**config.mk**
```make
export PLATFORM = sky130hd
export DESIGN_NAME = data_mem_arbiter
export DESIGN_NICKNAME = d
export VERILOG_FILES = /design/src/rtl/data_mem_arbiter.sv
export SDC_FILE = /design/constraint.sdc
export NUM_CORES = 1
export LEC_CHECK = 0
export CAP_MARGIN = 20
export CELL_PAD_IN_SITES_DETAIL_PLACEMENT = 0
export CELL_PAD_IN_SITES_GLOBAL_PLACEMENT = 2
export CORE_ASPECT_RATIO = 2
export CORE_UTILIZATION = 24
export CTS_CLUSTER_SIZE = 12
export DETAILED_ROUTE_END_ITERATION = 6
export PLACE_DENSITY_LB_ADDON = 0.1
export SLEW_MARGIN = 20
export SYNTH_ARGS = -nofsm -noshare
export SYNTH_HDL_FRONTEND = slang
export SYNTH_SLANG_ARGS = --single-unit
export TNS_END_PERCENT = 100
```
**constraint.sdc**
```tcl
create_clock -name clk -period 1.9 [get_ports clk]
set_input_delay 0.19 -clock clk [delete_from_list [all_inputs] [get_ports clk]]
set_output_delay 0.19 -clock clk [all_outputs]
set_load 0.05 [all_outputs]
```
**src/rtl/data_mem_arbiter.sv**
```systemverilog
// data_mem_arbiter
//
// Arbitrates two masters onto the single shared port of the 8-word, 16-bit data
// memory. It runs one transaction at a time, and each transaction takes three cycles:
//   IDLE   -> pick the owner round-robin and latch its we/addr/wdata.
//   ACCESS -> drive one memory strobe; capture the read data at the closing edge.
//   DONE   -> pulse ack to the owner for one cycle.
//
// Ports:
//   clk, rst                  clock; asynchronous active-high reset
//   req0/req1                 request, held high until ack
//   we0/we1                   1 = write, 0 = read
//   addr0/addr1               transaction address (passed through unchecked)
//   wdata0/wdata1             write data
//   ack0/ack1                 one-cycle completion pulse to the owner
//   rdata0/rdata1             last read data for each port (registered)
//   busy                      high while a transaction is in flight
//   gnt_id                    owner of the current/last transaction
//   mem_access_addr           memory address (holds the last latched value)
//   mem_write_data            memory write data (holds the last latched value)
//   mem_write_en, mem_read    memory strobes, high only in ACCESS
//   mem_read_data             combinational read data from memory

module data_mem_arbiter #(
    parameter int unsigned ADDR_W = 16,
    parameter int unsigned DATA_W = 16
) (
    input  logic              clk,
    input  logic              rst,
    input  logic              req0,
    input  logic              we0,
    input  logic [ADDR_W-1:0] addr0,
    input  logic [DATA_W-1:0] wdata0,
    input  logic              req1,
    input  logic              we1,
    input  logic [ADDR_W-1:0] addr1,
    input  logic [DATA_W-1:0] wdata1,
    output logic              ack0,
    output logic              ack1,
    output logic [DATA_W-1:0] rdata0,
    output logic [DATA_W-1:0] rdata1,
    output logic              busy,
    output logic              gnt_id,
    output logic [ADDR_W-1:0] mem_access_addr,
    output logic [DATA_W-1:0] mem_write_data,
    output logic              mem_write_en,
    output logic              mem_read,
    input  logic [DATA_W-1:0] mem_read_data
);

    typedef enum logic [1:0] {
        StIdle,
        StAccess,
        StDone
    } state_t;

    state_t            state_q, state_d;
    logic              we_q, we_d;
    logic [ADDR_W-1:0] addr_q, addr_d;
    logic [DATA_W-1:0] wdata_q, wdata_d;
    logic              gnt_q, gnt_d;
    logic              last_gnt_q, last_gnt_d;
    logic              ack0_q, ack0_d;
    logic              ack1_q, ack1_d;
    logic [DATA_W-1:0] rdata0_q, rdata0_d;
    logic [DATA_W-1:0] rdata1_q, rdata1_d;
    logic              gnt_pick;
    logic              in_access;

    // Round-robin pick: on contention, the port that did not win last time wins.
    // Otherwise the single requester wins. When req0 alone is high, req1 = 0 selects port 0.
    assign gnt_pick = (req0 & req1) ? ~last_gnt_q : req1;

    always_comb begin
        state_d    = state_q;
        we_d       = we_q;
        addr_d     = addr_q;
        wdata_d    = wdata_q;
        gnt_d      = gnt_q;
        last_gnt_d = last_gnt_q;
        ack0_d     = ack0_q;
        ack1_d     = ack1_q;
        rdata0_d   = rdata0_q;
        rdata1_d   = rdata1_q;

        unique case (state_q)
            StIdle: begin
                if (req0 | req1) begin
                    gnt_d      = gnt_pick;
                    last_gnt_d = gnt_pick;
                    we_d       = gnt_pick ? we1 : we0;
                    addr_d     = gnt_pick ? addr1 : addr0;
                    wdata_d    = gnt_pick ? wdata1 : wdata0;
                    state_d    = StAccess;
                end
            end
            StAccess: begin
                if (!we_q) begin
                    if (gnt_q) begin
                        rdata1_d = mem_read_data;
                    end else begin
                        rdata0_d = mem_read_data;
                    end
                end
                if (gnt_q) begin
                    ack1_d = 1'b1;
                end else begin
                    ack0_d = 1'b1;
                end
                state_d = StDone;
            end
            StDone: begin
                ack0_d  = 1'b0;
                ack1_d  = 1'b0;
                state_d = StIdle;
            end
            default: begin
                state_d = StIdle;
            end
        endcase
    end

    always_ff @(posedge clk or posedge rst) begin
        if (rst) begin
            state_q    <= StIdle;
            we_q       <= 1'b0;
            addr_q     <= '0;
            wdata_q    <= '0;
            gnt_q      <= 1'b0;
            last_gnt_q <= 1'b1;
            ack0_q     <= 1'b0;
            ack1_q     <= 1'b0;
            rdata0_q   <= '0;
            rdata1_q   <= '0;
        end else begin
            state_q    <= state_d;
            we_q       <= we_d;
            addr_q     <= addr_d;
            wdata_q    <= wdata_d;
            gnt_q      <= gnt_d;
            last_gnt_q <= last_gnt_d;
            ack0_q     <= ack0_d;
            ack1_q     <= ack1_d;
            rdata0_q   <= rdata0_d;
            rdata1_q   <= rdata1_d;
        end
    end

    // Strobes decode from the state register. Because of this, reset drops them
    // asynchronously.
    assign in_access       = (state_q == StAccess);
    assign mem_write_en    = in_access & we_q;
    assign mem_read        = in_access & ~we_q;
    assign mem_access_addr = addr_q;
    assign mem_write_data  = wdata_q;
    assign busy            = (state_q != StIdle);
    assign gnt_id          = gnt_q;
    assign ack0            = ack0_q;
    assign ack1            = ack1_q;
    assign rdata0          = rdata0_q;
    assign rdata1          = rdata1_q;

endmodule

```
==> results.tsv <==
stage	metric	value	unit
placed_design	dpl ws	0.07467	ns
clock_tree	clk sinks	71	
finish	number of diodes	0	
synthesis	Avg Inst Size Synth	16.53	um^2
placed_design	GP Congestion	0.6775	
synthesis	Cells after Synth	203	
sta	Fin Setup TNS	0	ns
global_route	largest net degree at the start of global routing	35	
finish	area delta synth->final	63.35	%
clock_tree	Post-CTS Setup Inserts	0	
worst_setup_path	Buf/Inv on CP	1	
global_route	gr usage total	12.79	%
min_path	hold crit path type	input port to asynchronous set/reset pin	
route	post-route DRC violation count	0	
synthesis	Mapped Nets	289	
synthesis	register area share after synthesis	52.98	%
status	outcome	completed	
floorplan	num rows	60	
sta	min cycle time layout	1.747	ns
synthesis	XOR/XNOR Fraction of Synth Area	0	%
global_route	vias in the first global route	2506	
synthesis	main combinational cell family by area after synthesis	multiplexers	
global_route	antenna violations before repair	0	
power_and_ir_drop	register share of total power	24.3	%
floorplan	Die Footprint	14490	um^2
clock_tree	Clock Tree Buf Depth	2	
synthesis	Unique masters post-synth	18	
finish	Final Cell Area	5482	um^2
sta	Final Max Slew Viols	0	
power_and_ir_drop	Leakage Power	2.378	nW
sta	Relative slew margins	62.73	%
worst_setup_path	RR Endpoint	mem_write_data[5]	
clock_tree	Root Buffer	clkbuf_16	
route	Met3 Routed Length	523	um
sta	Worst Tran Pin Value	0.5572	ns
route	first-pass iteration count of the detailed router	4	
worst_setup_path	Cell Chain, Critical Path	clkdlybuf4s50_1	
clock_tree	post-CTS sizing	0	
sta	unrepaired setup endpoints after global routing	false	
synthesis	Post-Synth Simple-Gate Area	1.529	%
floorplan	Starting Density	24.83	%
placed_design	I/O Buffers	155	
worst_setup_path	worst r2r src	state_q[1]	
power_and_ir_drop	Logic pwr share	58.5	%
synthesis	Synth Area in Adders	0	%
worst_setup_path	Worst Path Required	1.71	ns
route	DR iter-0 viols	58	
clock_tree	CTS tree	yes	
sta	final hold vios	0	
route	WL/cell	16.66	um
power_and_ir_drop	clock share of power	17.2	%
synthesis	Synth Cell Area	3356	um^2
worst_setup_path	CP max-delay cell	clkdlybuf4s50_1	
clock_tree	TritonCTS Buffers	9	
placed_design	Post-DP HPWL	6691	um
power_and_ir_drop	power after layout	11.34	mW
finish	fraction of layout cells with a size suffix above 1	35.41	%
worst_setup_path	CP startpoint kind	flip-flop	
finish	final non-filler cell total	525	
route	Routed WL	8747	um
power_and_ir_drop	Net Sw Power	4.961	mW
route	routed vias	2232	
finish	nets@finish	451	
placed_design	dpl cell area	5135	um^2
sta	maximum clock frequency	0.5723	GHz
synthesis	Synth area leaders	dfrtp_1 (52%), mux2_4 (26%), mux2_2 (13%), buf_12 (1.8%), buf_4 (1.8%)	
synthesis	share of the synthesized area in the top cell type	52.20	%
route	Top Layer Used	met4	
synthesis	Synth area leader	dfrtp_1	
clock_tree	Clock Latency Late Sink	0.33	ns
route	vias per cell	4.251	
worst_setup_path	kind of critical path	flip-flop to output pin	
synthesis	synthesized flop and latch total	71	
route	WL met1	3180	um
placed_design	placed cell count	509	
sta	Final Setup Violations	0	
sta	post-route setup slack	0.1528	ns
power_and_ir_drop	pwr/cell area	2069	nW/um^2
worst_setup_path	Crit path max-delay family	buffers and inverters	
floorplan	Core Box Area	13510	um^2
synthesis	Synth Area in Compound Gates	1.641	%
clock_tree	hold buffer count at cts	0	
floorplan	Die Y-Extent	169.2	um
clock_tree	CTS H-tree depth	3	
power_and_ir_drop	Sw Ratio	43.75	%
global_route	remaining global-route overflow	0	
power_and_ir_drop	peak supply drop	0.0009102	V
synthesis	warnings from Yosys	0	
route	ANT nets after route	0	
finish	final core utilization	40.56	%
floorplan	I/O Pins	156	
worst_setup_path	slowest stage delay, CP	0.84	ns
clock_tree	Reg clk slew, reported paths	0.06	ns
power_and_ir_drop	Internal Power	6.379	mW
worst_setup_path	cell depth of the worst flop-to-flop path	4	
global_route	first-pass GRT wire length	13670	um
worst_setup_path	CP endpoint kind	output pin	
sta	Final Skew	0.007589	ns
worst_setup_path	critical path arrival	1.56	ns
worst_setup_path	CP max FO	5	
synthesis	post-synthesis mux area share	39.37	%
finish	Filler cells	1311	
worst_setup_path	reg2reg setup slack	0.26	ns
sta	final period utilization	91.96	%
sta	hold_ws	0.1537	ns
route	metal2 WL	4907	um
run	Max Cap Viol	0	
floorplan	Die X	85.61	um
-- cells in the final DEF (no fill, tap or decap), types with 2 or more instances in the layout --
master and instances:
bufinv_16 3, clkdlybuf4s50_1 152, mux2_2 40, clkinv_4 3
buf_4 3, buf_12 8, o21ai_0 4, nor2_1 2
inv_1 4, nor2b_1 2, clkbuf_16 9, dfrtp_1 69
mux2_4 58, and2_1 3
-- synth_stat cells --
| master | n |
|---|---|
| and2_1 | 3 |
| buf_12 | 3 |
| mux2_2 | 40 |
| nor2_1 | 2 |
| nor2b_1 | 2 |
| nor3b_2 | 1 |
| dfrtp_1 | 70 |
| o21a_1 | 1 |
| a21oi_1 | 1 |
| a21bo_1 | 1 |
| buf_6 | 1 |
| dfstp_2 | 1 |
| mux2_4 | 58 |
| buf_4 | 8 |
| o22ai_1 | 1 |
| a31oi_1 | 1 |
| o21ai_0 | 4 |
| inv_1 | 5 |
-- layer usage --
layer	vias to the layer above	GRT usage [%]
li1	1043	-
met1	1082	13.37
met2	97	23.79
met3	10	3.161
met4	0	5.435
met5	-	0
-- state kept, by name, summed over array words and instances (netlist names) --
signal,count
mem_access_addr,16
mem_write_data,16
rdata0,16
rdata1,16
state_q,2
ack0,1
ack1,1
gnt_id,1
last_gnt_q,1
we_q,1
-- cell type report --
cell class	count	area, um^2	area share, %
flip-flops and latches	71	1779	32.46
repair buffers	163	1704	31.09
multi-input cells	115	1435	26.18
clock buffers	9	225.2	4.109
well taps	155	193.9	3.538
clock inverters	7	121.4	2.214
inverters	5	22.52	0.4109
-- power by group through the flow --
stage | sequential (mW) | clock [mW] | combinational, mW
global placement | 2.77 | 0 | 6.67
CTS | 2.77 | 2.02 | 6.73
global route | 2.87 | 2.09 | 6.90
detailed placement | 2.77 | 0 | 6.73
finish | 2.76 | 1.95 | 6.64
floorplan | 5.30 | 0 | 2.00
-- worst max path at each step --
stage                     cells after the start  slack (ns)       start                  end
after floorplan                               5        0.02  state_q[1]            rdata0[0]
after global placement                        5        0.08        req1   mem_write_data[13]
after detailed placement                      5        0.07        req1  mem_access_addr[15]
after CTS                                     1        0.12      gnt_id               gnt_id
after global routing                          1        0.11      gnt_id               gnt_id
final                                         1        0.15      gnt_id               gnt_id
-- cell families (layout without fill, tap and decap cells) --
| kind of cell | count (synthesis) | after routing |
|---|---|---|
| multiplexers | 98 | 98 |
| flip-flops | 71 | 71 |
| buffers and inverters | 17 | 184 |
| AO/OA/AOI/OAI | 9 | 9 |
| AND/OR/NAND/NOR | 8 | 8 |
Power figures use the tool's default switching activity.
